==> src/rtl/uart_rx_core.sv <==
// UART receive core: synchronizes the serial line, samples frames at mid-bit,
// and presents the last byte plus sticky pending/frame-error/overrun flags.
module uart_rx_core #(
  parameter int SYNC_STAGES = 2
) (
  input  logic        uart_clk,
  input  logic        sys_rstn,
  input  logic        uart_en,
  input  logic [15:0] uart_baud,
  input  logic        uart_prty_en,
  input  logic        uart_rx,
  input  logic        uart_rxpnd_clr,
  output logic [7:0]  rxbuf,
  output logic        rx_bit9,
  output logic        uart_rxpnd,
  output logic        uart_ferr,
  output logic        uart_ovf,
  output logic        rx_busy
);

  typedef enum logic [2:0] {IDLE, START, DATA, PRTY, STOP} state_t;

  state_t                 state_q, state_d;
  logic [15:0]            bit_cnt_q, bit_cnt_d;
  logic [2:0]             bit_idx_q, bit_idx_d;
  logic [7:0]             shift_q, shift_d;
  logic                   bit9_q, bit9_d;
  logic                   prty_q, prty_d;
  logic [SYNC_STAGES-1:0] sync_q;
  logic [SYNC_STAGES:0]   settle_q;
  logic                   rx_prev_q;
  logic                   rx_s;
  logic                   start_det;
  logic                   sample;
  logic                   done;
  logic [15:0]            baud_eff;
  logic [15:0]            half_baud;

  assign rx_s = sync_q[SYNC_STAGES-1];
  // The reset value of the synchronizer looks like a high line; settle_q holds
  // off edge detection until real line samples have reached rx_prev_q.
  assign start_det = rx_prev_q & ~rx_s & settle_q[SYNC_STAGES];
  assign baud_eff  = (uart_baud < 16'd3) ? 16'd3 : uart_baud;
  assign half_baud = {1'b0, baud_eff[15:1]};
  assign sample    = (bit_cnt_q == baud_eff);

  always_ff @(posedge uart_clk or negedge sys_rstn) begin
    if (!sys_rstn) begin
      sync_q    <= '1;
      settle_q  <= '0;
      rx_prev_q <= 1'b1;
    end else begin
      sync_q    <= {sync_q[SYNC_STAGES-2:0], uart_rx};
      settle_q  <= {settle_q[SYNC_STAGES-1:0], 1'b1};
      rx_prev_q <= rx_s;
    end
  end

  always_ff @(posedge uart_clk or negedge sys_rstn) begin
    if (!sys_rstn) begin
      state_q   <= IDLE;
      bit_cnt_q <= 16'd0;
      bit_idx_q <= 3'd0;
      shift_q   <= 8'd0;
      bit9_q    <= 1'b0;
      prty_q    <= 1'b0;
    end else begin
      state_q   <= state_d;
      bit_cnt_q <= bit_cnt_d;
      bit_idx_q <= bit_idx_d;
      shift_q   <= shift_d;
      bit9_q    <= bit9_d;
      prty_q    <= prty_d;
    end
  end

  always_comb begin
    state_d   = state_q;
    bit_cnt_d = bit_cnt_q;
    bit_idx_d = bit_idx_q;
    shift_d   = shift_q;
    bit9_d    = bit9_q;
    prty_d    = prty_q;
    done      = 1'b0;
    case (state_q)
      IDLE: begin
        bit_cnt_d = 16'd0;
        if (start_det && uart_en) state_d = START;
      end
      START: begin
        if (bit_cnt_q == half_baud) begin
          bit_cnt_d = 16'd0;
          if (rx_s) begin
            state_d = IDLE;
          end else begin
            state_d   = DATA;
            bit_idx_d = 3'd0;
            prty_d    = uart_prty_en;
            bit9_d    = 1'b0;
          end
        end else begin
          bit_cnt_d = bit_cnt_q + 16'd1;
        end
      end
      DATA, PRTY, STOP: begin
        bit_cnt_d = sample ? 16'd0 : bit_cnt_q + 16'd1;
        if (sample) begin
          case (state_q)
            DATA: begin
              shift_d   = {rx_s, shift_q[7:1]};
              bit_idx_d = bit_idx_q + 3'd1;
              if (bit_idx_q == 3'd7) state_d = prty_q ? PRTY : STOP;
            end
            PRTY: begin
              bit9_d  = rx_s;
              state_d = STOP;
            end
            default: begin
              state_d = IDLE;
              done    = 1'b1;
            end
          endcase
        end
      end
      default: state_d = IDLE;
    endcase
    if (!uart_en) begin
      state_d   = IDLE;
      bit_cnt_d = 16'd0;
      bit_idx_d = 3'd0;
      done      = 1'b0;
    end
  end

  always_comb begin
    rx_busy = (state_q != IDLE);
  end

  // A completion in the same cycle as a clear request keeps every flag it sets.
  always_ff @(posedge uart_clk or negedge sys_rstn) begin
    if (!sys_rstn) begin
      rxbuf      <= 8'd0;
      rx_bit9    <= 1'b0;
      uart_rxpnd <= 1'b0;
      uart_ferr  <= 1'b0;
      uart_ovf   <= 1'b0;
    end else if (done) begin
      rxbuf      <= shift_q;
      rx_bit9    <= bit9_q;
      uart_rxpnd <= 1'b1;
      uart_ferr  <= (uart_ferr & ~uart_rxpnd_clr) | ~rx_s;
      uart_ovf   <= (uart_ovf & ~uart_rxpnd_clr) | uart_rxpnd;
    end else if (uart_rxpnd_clr) begin
      uart_rxpnd <= 1'b0;
      uart_ferr  <= 1'b0;
      uart_ovf   <= 1'b0;
    end
  end

endmodule
==> config.mk <==
export PLATFORM = sky130hd
export DESIGN_NAME = uart_rx_core
export DESIGN_NICKNAME = d
export VERILOG_FILES = /design/src/rtl/uart_rx_core.sv
export SDC_FILE = /design/constraint.sdc
export NUM_CORES = 1
export LEC_CHECK = 0
export BUFFER_PORTS_ARGS = -buffer_cell sky130_fd_sc_hd__buf_4
export CAP_MARGIN = 20
export CORE_MARGIN = 3
export CORE_UTILIZATION = 30
export CTS_BUF_LIST = sky130_fd_sc_hd__clkbuf_4
export CTS_CLUSTER_SIZE = 12
export DETAILED_ROUTE_END_ITERATION = 12
export GPL_TIMING_DRIVEN = 0
export PLACE_DENSITY = 0.56
export SETUP_SLACK_MARGIN = 0.3
export SYNTH_ARGS = -nofsm -noshare
export SYNTH_HDL_FRONTEND = slang
export SYNTH_SLANG_ARGS = --single-unit
==> constraint.sdc <==
create_clock -name uart_clk -period 2 [get_ports uart_clk]
set_input_delay 0.5 -clock uart_clk [delete_from_list [all_inputs] [get_ports uart_clk]]
set_output_delay 0.5 -clock uart_clk [all_outputs]
set_load 0.01 [all_outputs]
Word-level counts from Yosys, hierarchy flattened. Cells that the tools add are included. W data, S select, Z words.

Add/sub/neg operators: 2. $lt $le $gt $ge: 1. Equal/unequal tests: 19. Multiplexer cells: 33. Bitwise logic cells: 8. Reductions and logical operators: 12.

Operator list (count): $mux W16 (4); $pmux W16 S3 (1); $mux W3 (11); $add A16 B1 Y16 const B (1); $eq A16 B15 Y1 (1); $eq A16 B16 Y1 (1); $lt A16 B2 Y1 const B (1); $ne A3 B3 Y1 const B (5); $mux W1 (12); $pmux W3 S2 (2); $reduce_and A5 Y1 (2); $pmux W3 S3 (1); $ne A2 B2 Y1 const B (4); $eq A3 B2 Y1 const B (2); $eq A3 B3 Y1 const B (2); $reduce_and A3 Y1 (2); $and A1 B1 Y1 (4); $ne A4 B1 Y1 const B (1); $ne A4 B4 Y1 const B (1); $reduce_and A4 Y1 (1); $reduce_bool A2 Y1 (2); $add A3 B1 Y3 const B (1); $eq A3 B1 Y1 const B (1); $logic_not A3 Y1 (1); other kinds (9) (11).

Bits in registers: 50. Bits of input ports: 22. Output and inout port bits: 13.

Logic depth before layout (Yosys ltp). Gate-level depths: netlist of run 1.

Depth after elaboration: 7. Mapped depth: 8. Mapped depth without buffers: 7.

Worst setup path before layout of run 1. No wires, ideal clock.

Kind: input to register. Start point: in uart_baud[15]. End point: reg rx_bit9. Library setup time: 0.125 ns. Arrival: 2.135 ns. Path slack: -0.260 ns. Stages on the path: 7. Path buffers: 1. Cells stage by stage: nor4_2 -> a41oi_1 -> xnor2_1 -> nor3_4 -> nand4_4 -> buf_6 -> mux2_4.

Word-level cells in the longest chain between the ends: 6.

RTL lines: start, declared (RTL line 9) `input logic [15:0] uart_baud,`; $lt A16 B2 Y1 (RTL line 43) `assign baud_eff = (uart_baud < 16'd3) ? 16'd3 : uart_baud;`; $mux W16 (*) (RTL line 43); $eq A16 B16 Y1 (*) (RTL line 45) `assign sample = (bit_cnt_q == baud_eff);`; $mux W1 (*) (RTL line 107) `if (sample) begin`; $mux W1 (*) (RTL line 85) `case (state_q)`; $mux W1 (*) (RTL line 127) `if (!uart_en) begin`; end signal, assigned (RTL line 149) `rx_bit9 <= bit9_q;`; end, declared (RTL line 14) `output logic rx_bit9,`.

Mark *: on every way between the ends. The rest lies on a longest branch, timed or not. A chain may end at the register's enable or synchronous reset.

Worst setup path in the final report of run 1.
Start point: reg bit_cnt_q[6]. End point: reg shift_q[6].

Word-level cells in the longest chain between the ends: 2.

RTL lines: start, declared (RTL line 24) `logic [15:0] bit_cnt_q, bit_cnt_d;`; start signal, assigned (RTL line 69) `bit_cnt_q <= bit_cnt_d;`; $eq A16 B16 Y1 (RTL line 45); $reduce_and A3 Y1 (no source line); end signal, assigned (RTL line 71) `shift_q <= shift_d;`; end, declared (RTL line 26) `logic [7:0] shift_q, shift_d;`.

No other way between the ends.

==> results.cfg, run 1 <==
[status]
status = complete, but fails checks
violations = negative setup slack

[synthesis]
postSynth.asyncResetShare = 1.00
yosysTopAreaCell = dfrtp_1
synth_top_family_by_area = XOR/XNOR gates
synth-xor-area-share = 0.139
postSynthAreaPerCell_sq_um = 11.5
synth_fp_nets = 271
synth-adder-area-share = 0.0133
yosysMostFrequentCell = dfrtp_1
synth-seq-cells = 50
synth_top_cell_area_share = 0.415
syn_inst = 246
yosys_warnings = 0
synth_area_leaders = dfrtp_1, xor2_1, mux2_4
synth.cell_area_sq_mm = 0.00283
synth.area.mux_share = 0.101
synth_common_cells = dfrtp_1, xor2_1, nand2_1
synth-simple-area-share = 0.138
synth_compound_area_frac = 0.113
synth_edf_count = 0
yosysSeqAreaShare = 0.443
yosysUniqueCellTypes = 44
synthFlopType = dfrtp_1

[critical_path]
r2r_start = bit_cnt_q[6]
worstSetupEndpoint = shift_q[6]
path_class = reg -> reg
crit_start = bit_cnt_q[6]
crit_required_ns = 2.26
r2r_setup_slack_ns = -0.27
critPathCaptureType = register
cp_max_fo = 5
ff2ff_path_depth = 8
crit_arrival_ns = 2.53
start_kind = register
r2r_end = shift_q[6]

[placement]
portBuffers = 33
place_congestion = 0.831
placed_area_sq_mm = 0.00326
dpl.hpwl_microns = 4230

[cts]
clock-sinks = 50
clockBufferDepth = 2
cts_max_level = 2
cts.clk_slew.worst_paths_ns = 0.16
clk_latency_ns = 0.37
cts_buffers = 5
ctsHoldBuffers = 0
cts_tree = done
clockRootBuffer = clkbuf_4

[floorplan]
die_w_microns = 103
fp.coreArea_sq_mm = 0.00893
ios = 35
dieArea_sq_mm = 0.0106
die_y_microns = 103
rows = 34
initial_core_util = 0.317

[route]
drt_iter0_drc = 128
ant_nets = 0
routed_wl_microns = 6290
drc = 0
drt_first_pass_iters = 4
vias = 2022
via_per_inst = 4.88
post_drt_wl_per_cell_microns = 15.2

[layout]
drive_above_1_share = 0.431
area_growth_pct = 34.1
layout.nets = 330
stdcell_area_sq_mm = 0.00380
n_antenna_cell = 0

[timing]
fin_ws_ns = -0.271
finalMaxSlewViolations = 0
slew_headroom = 0.580
setup_viol = 41
hold_viol_final = 0
fin_crit_ns = 2.27
worst_slew_pin_slew_ns = 0.629
clock.fmax_mhz = 440
rsz0062_at_grt = yes
period_share = 1.14
fin_worst_skew_ns = 0.0166

[flow_run]
maxCapViolCount = 0

[global_route]
overflow = 0
grt.total_usage = 0.126
antenna_found_initial = 0
grt_pass1_vias = 2094
grt_first_pass_wirelength_microns = 10500
grt_max_degree = 51

[pwr]
power.leakage_nw = 1.79
power_density_mw_per_mm2 = 486
vdd_drop_max_mv = 0.328
total_power_mw = 1.84

[hold_path]
hold_class = in -> async
-- layer usage --
metal,wire length (microns),global-route usage,up-vias
met1,2960,0.182,991
met2,3040,0.198,31
li1,-,-,992
met3,206,0.0188,8
met4,73,0.0359,0
met5,0,0,-
-- metrics by stage --
stage	instances	util	setup TNS, ns	setup WS (ns)	hold WS [ns]
2_1_floorplan	246	-	-6.89	-0.250	0.204
3_3_place_gp	387	0.365	-25.11	-0.702	0.334
3_5_place_dp	387	0.365	-25.34	-0.700	0.335
4_1_cts	414	0.420	-7.41	-0.238	0.145
5_1_grt	414	0.425	-11.28	-0.341	0.162
6_report	414	0.425	-7.42	-0.271	0.125
-- cells in the final DEF, fill, tap and decap left out, types with 2 or more instances in the layout --
cell type    n
dfrtp_1     44
buf_4       40
xor2_1      30
mux2_4      18
buf_6       17
nand2_1     16
a32o_1      15
nor2_1      14
xnor2_1     10
clkbuf_4     6
nand4_1      5
inv_1        5
nand3_1      5
o22ai_2      5
clkbuf_1     4
nor4_2       4
nand2b_1     4
xor2_2       3
clkbuf_2     3
nor4_4       3
ha_1         3
dfrtp_2      3
dfstp_2      3
clkbuf_8     2
or3_4        2
nor3_4       2
buf_8        2
a21oi_1      2
nor4_1       2
nor2b_1      2
mux2i_1      2
clkinvlp_4   2
-- flip-flops by register name (all words and copies together) (netlist names), 2 cells and up --
register   flops
bit_idx_q      3
rxbuf          8
shift_q        8
settle_q       3
state_q        3
sync_q         2
bit_cnt_q     16
-- worst max-delay path, stage by stage, from the launching register on --
cell and delay [ns]:
dfrtp_1 0.41, buf_6 0.13, xor2_2 0.14, nor4_2 0.32
nand4_1 0.25, o31ai_4 0.31, nand3b_4 0.15, buf_8 0.16
mux2_4 0.29
-- how the worst min path moves through the flow --
stage / endpoint / slack [ns] / from
after floorplan: bit9_q / 0.20 / sys_rstn
after global placement: settle_q[1] / 0.33 / settle_q[0]
after detailed placement: settle_q[2] / 0.33 / settle_q[1]
after CTS: shift_q[4] / 0.15 / sys_rstn
after global routing: shift_q[4] / 0.16 / sys_rstn
final: shift_q[4] / 0.12 / sys_rstn
-- power by group --
group / internal (mW) / switching (mW) / total [mW]
logic: 0.0888 / 0.118 / 0.207
clock network: 0.263 / 0.345 / 0.608
registers: 1.02 / 0.00741 / 1.03
-- cell type report --
type | count | area (sq um)
inverters | 5 | 18.8
repair buffers | 52 | 460
clock buffers | 5 | 37.5
multi-input cells | 171 | 1660
flip-flops and latches | 50 | 1260
well taps | 108 | 135
plain buffers | 20 | 179
fillers | 837 | 5140
clock inverters | 3 | 45.0
-- cells by family (layout without fill, tap and decap cells) --
family / Yosys count / in the layout
compound gates: 36 / 36
other cells: 1 / 1
xor+xnor: 45 / 45
simple gates: 65 / 65
fa+ha+maj: 3 / 3
flops: 50 / 50
buf+inv: 25 / 85
mux: 21 / 21
-- what timing repair did --
action	4_1_cts	5_1_grt
pin swaps	18	3
endpoints found under the hold margin	0	0
cloned	2	0
setup buffers	17	0
gates resized for setup	56	7
endpoints found under the setup margin	45	45
Power figures use the tool's default switching activity.
==> inputs of run 2 (changes only) <==
CORE_MARGIN = not set   (was 3)
REMOVE_ABC_BUFFERS = 1   (was not set)
clock period = 1.99 ns   (was 2 ns; I/O delays follow)
==> run 2 against run 1 <==
  * The flow still finishes with violations (negative setup slack)
  * Combinational power decreased by 3%
  * Critical path depth is 1 lower
  * Die area shrank 7.6%
  * Final cell count is 0.24% lower
  * Sequential share of layout area up 1.6 points
  * Core utilization is 2.7 points lower
  * Critical path type unchanged
  * Largest cell class unchanged
  * Highest routed layer unchanged
==> results.cfg, run 2 (synthesized netlist as in run 1, its figures left out) <==
[layout]
largest_registers = bit_cnt_q: 16 flops, rxbuf: 8 flops, shift_q: 8 flops
final_cell_mix = buf_4, dfrtp_1, xor2_1
num-fill-cells = 864
fin_util = 0.398
final_common_cell = buf_4
drive_above_1_share = 0.437
layout.nets = 326
n_antenna_cell = 0
top_register = bit_cnt_q
largest_reg_flops = 16
stdcell_area_sq_mm = 0.00366
multi_input_area_sq_mm = 0.00158
area_growth_pct = 29.2
regArea_sq_mm = 0.00127
instances_no_fill = 413

[floorplan]
fp.coreArea_sq_mm = 0.00920
die_w_microns = 99.2
dieArea_sq_mm = 0.00983
ios = 35
die_y_microns = 99.2
initial_core_util = 0.308
rows = 35

[critical_path]
crit_required_ns = 2.26
crit_arrival_ns = 2.46
critPathCaptureType = register
crit_family = simple AND/OR/NAND/NOR gates
worstPathCellList = xor2_1 -> nor4_2 -> nand4_1 -> buf_6 -> o31ai_4 -> nand3b_4 -> mux2_4
crit_start = bit_cnt_q[3]
slowest_delay_ns = 0.47
r2r_start = bit_cnt_q[3]
start_kind = register
path_class = reg -> reg
cp_num_buf_inv = 1
cp_max_fo = 5
slowest_stage = dfrtp_2

[global_route]
overflow = 0
grt_first_pass_wirelength_microns = 10400
grt.total_usage = 0.132
grt_max_degree = 51
antenna_found_initial = 0
grt_pass1_vias = 2080

[cts]
clock-sinks = 50
ctsHoldBuffers = 0
clockRootBuffer = clkbuf_4
clockBufferDepth = 2
cts_buffers = 5
clk_latency_ns = 0.37
cts_tree = done
cts.clk_slew.worst_paths_ns = 0.15
cts_max_level = 2

[pwr]
vdd_drop_max_mv = 0.202
power_density_mw_per_mm2 = 468
swShare = 0.266
total_power_mw = 1.71
power_frac_clock = 0.277
pwr-share-seq = 0.605
power.leakage_nw = 1.76
power.switching_uw = 454
p_int_mw = 1.26
p_comb_frac = 0.118

[timing]
worst_slew_pin_slew_ns = 0.605
fin_ws_ns = -0.206
setup_viol = 41
fin_worst_skew_ns = 0.0119
rsz0062_at_grt = yes
hold_viol_final = 0
clock.fmax_mhz = 455
finalMaxSlewViolations = 0
slew_headroom = 0.597
period_share = 1.10
fin_crit_ns = 2.20

[route]
drc = 0
drt_first_pass_iters = 4
drt_iter0_drc = 86
via_per_inst = 4.96
ant_nets = 0
vias = 2050
routed_wl_microns = 6110
post_drt_wl_per_cell_microns = 14.8

[status]
status = complete, but fails checks
violations = negative setup slack

[flow_run]
maxCapViolCount = 0

[hold_path]
hold_class = in -> async

[placement]
placed_area_sq_mm = 0.00310
placed_cells = 371
dpl.hpwl_microns = 3900
portBuffers = 34
place_congestion = 0.771
## run 2: routing by layer
metal  GRT usage  wire length, microns
met1       0.177                  2730
met2       0.219                  3130
met3      0.0218                   155
met4      0.0407                    92
met5           0                     0
## run 2: repair_timing
| action | 4_1_cts | 5_1_grt |
|---|---|---|
| setup buffers | 24 | 7 |
| pin swaps | 16 | 3 |
| setup endpoints to repair | 45 | 45 |
| gates resized for setup | 40 | 6 |
| cloned | 2 | 0 |
## run 2: path summary, 6_finish.rpt
kind	to	slack [ns]	cells past startpoint
worst min-delay path	rxbuf[0]	0.11	1
min in group uart_clk	sync_q[0]	0.23	1
worst min register to register	settle_q[2]	0.36	0
worst max-delay path	shift_q[3]	-0.21	7
max in group asynchronous	bit_cnt_q[14]	1.43	1
worst max register to register	shift_q[3]	-0.21	7
## run 2: layout make-up
type | count | share of cell area
Timing Repair Buffer | 67 | 0.161
Clock buffer | 5 | 0.0103
Sequential cell | 50 | 0.348
Clock inverter | 3 | 0.00581
Inverter | 5 | 0.00513
Tap cell | 111 | 0.0379
Multi-Input combinational cell | 172 | 0.432
## run 2: power by group through the flow
stage / registers (mW) / logic, mW / clock network (mW)
after floorplan: 1.05 / 0.0616 / 0
after global placement: 1.05 / 0.151 / 0
after detailed placement: 1.05 / 0.154 / 0
after CTS: 1.04 / 0.194 / 0.488
after global routing: 1.04 / 0.220 / 0.529
final: 1.04 / 0.201 / 0.474
## run 2: per-stage QoR
| step | setup slack, ns | hold slack (ns) | setup TNS [ns] |
|---|---|---|---|
| final | -0.206 | 0.113 | -6.51 |
| after global routing | -0.330 | 0.155 | -11.49 |
| after CTS | -0.174 | 0.144 | -5.84 |
| after detailed placement | -0.839 | 0.335 | -32.53 |
| after global placement | -0.792 | 0.332 | -31.37 |
| after floorplan | -0.325 | 0.202 | -9.57 |
==> inputs of run 3 (changes only) <==
CORE_MARGIN = 4   (was not set)
clock period = 1.9 ns   (was 1.99 ns; I/O delays follow)
==> run 3 against run 2 <==
  * The run still ends with negative setup slack left
  * Sequential power is 4% higher
  * Non-clock buffer count is 5 lower
  * Clock skew is 0.010 ns lower
  * Count of clock-buffer cells in the layout stayed put
  * Critical path type unchanged
  * Highest routed layer unchanged
==> results.cfg, run 3 (synthesized netlist as in run 1, its figures left out) <==
[floorplan]
die_y_microns = 105
dieArea_sq_mm = 0.0111
rows = 35
ios = 35
die_w_microns = 105
initial_core_util = 0.308
fp.coreArea_sq_mm = 0.00920

[cts]
clock-sinks = 50
cts_buffers = 5
clockRootBuffer = clkbuf_4
cts.clk_slew.worst_paths_ns = 0.15
ctsHoldBuffers = 0
cts_max_level = 2
clockBufferDepth = 2
cts_tree = done
clk_latency_ns = 0.37

[pwr]
pwr-share-seq = 0.613
power_density_mw_per_mm2 = 499
power_frac_clock = 0.281
p_int_mw = 1.30
power.switching_uw = 469
total_power_mw = 1.77
swShare = 0.265
vdd_drop_max_mv = 0.240
power.leakage_nw = 1.71
p_comb_frac = 0.107

[timing]
rsz0062_at_grt = yes
fin_ws_ns = -0.263
worst_slew_pin_slew_ns = 0.730
period_share = 1.14
holdWs_ns = 0.115
slew_headroom = 0.513
hold_viol_final = 0
clock.fmax_mhz = 462
finalMaxSlewViolations = 0
fin_crit_ns = 2.16
fin_worst_skew_ns = 0.00178
setup_viol = 42

[critical_path]
worstSetupEndpoint = shift_q[5]
crit_required_ns = 2.18
ff2ff_path_depth = 8
start_kind = register
r2r_setup_slack_ns = -0.26
crit_start = bit_cnt_q[1]
path_class = reg -> reg
r2r_end = shift_q[5]
crit_arrival_ns = 2.44
cp_max_fo = 5
critPathCaptureType = register
r2r_start = bit_cnt_q[1]

[global_route]
grt_max_degree = 51
antenna_found_initial = 0
overflow = 0
grt_pass1_vias = 2143
grt_first_pass_wirelength_microns = 10400
grt.total_usage = 0.115

[layout]
final_cell_mix = buf_4, dfrtp_1, xor2_1
top_register = bit_cnt_q
n_antenna_cell = 0
largest_registers = bit_cnt_q: 16 flops, rxbuf: 8 flops, shift_q: 8 flops
stdcell_area_sq_mm = 0.00355
area_growth_pct = 25.3
num-fill-cells = 905
largest_reg_flops = 16
final_common_cell = buf_4
drive_above_1_share = 0.431
layout.nets = 321
instances_no_fill = 408

[route]
drt_first_pass_iters = 4
drc = 0
ant_nets = 0
routed_wl_microns = 6170
via_per_inst = 4.99
vias = 2035
drt_iter0_drc = 59
post_drt_wl_per_cell_microns = 15.1

[flow_run]
maxCapViolCount = 0

[placement]
place_congestion = 0.780
dpl.hpwl_microns = 3980
placed_cells = 371
portBuffers = 34
placed_area_sq_mm = 0.00310
place_ws_ns = -0.916

[status]
violations = negative setup slack
status = complete, but fails checks

[hold_path]
hold_class = in -> async
==> run 3: timing repair <==
action	in CTS	in global routing
gates resized for setup	29	9
gates cloned	1	0
pin swaps	13	3
endpoints found under the hold margin	0	0
setup endpoints to repair	45	45
buffers inserted	23	5
==> run 3: stage by stage <==
step,util,TNS [ns]
2_1_floorplan,-,-12.41
3_3_place_gp,0.337,-34.90
3_5_place_dp,0.337,-35.63
4_1_cts,0.377,-7.13
5_1_grt,0.386,-12.68
6_report,0.386,-8.03
==> run 3: critical path, stage by stage (launching register included) <==
cell and delay, ns:
dfrtp_1 0.48, xor2_1 0.18, nor4_1 0.29, nand4_1 0.16
buf_6 0.16, o31ai_4 0.18, buf_4 0.16, nand3b_4 0.14
mux2_4 0.33
==> run 3: final cells by class <==
type,instances,area [sq um],area share
multi-input combinational,172,1550,0.437
sequential,50,1270,0.358
timing repair buffer,62,513,0.145
tap,111,139,0.0391
clock buffer,5,37.5,0.0106
clock inverter,3,20.0,0.00564
inverter,5,18.8,0.00529
==> run 3: how the worst min path moves through the flow <==
stage | start | endpoint | slack [ns] | cells after the start
2_1_floorplan | sys_rstn | bit9_q | 0.18 | 0
3_3_place_gp | settle_q[0] | settle_q[1] | 0.33 | 0
3_5_place_dp | settle_q[1] | settle_q[2] | 0.33 | 0
4_1_cts | sys_rstn | rxbuf[1] | 0.12 | 1
5_1_grt | sys_rstn | shift_q[3] | 0.14 | 1
6_report | sys_rstn | rxbuf[1] | 0.12 | 1
==> run 3: power by group through the flow <==
stage               combinational, mW  clock (mW)  sequential, mW
floorplan                      0.0645           0            1.10
global placement                0.158           0            1.10
detailed placement              0.161           0            1.10
finish                          0.189       0.497            1.08
global route                    0.207       0.571            1.09
CTS                             0.185       0.525            1.08
==> run 3: routing by layer <==
metal / wire length (microns) / track usage / vias up
li1: - / - / 976
met3: 137 / 0.0179 / 9
met2: 3190 / 0.200 / 21
met1: 2730 / 0.143 / 1029
met4: 106 / 0.0394 / 0
met5: 0 / 0 / -
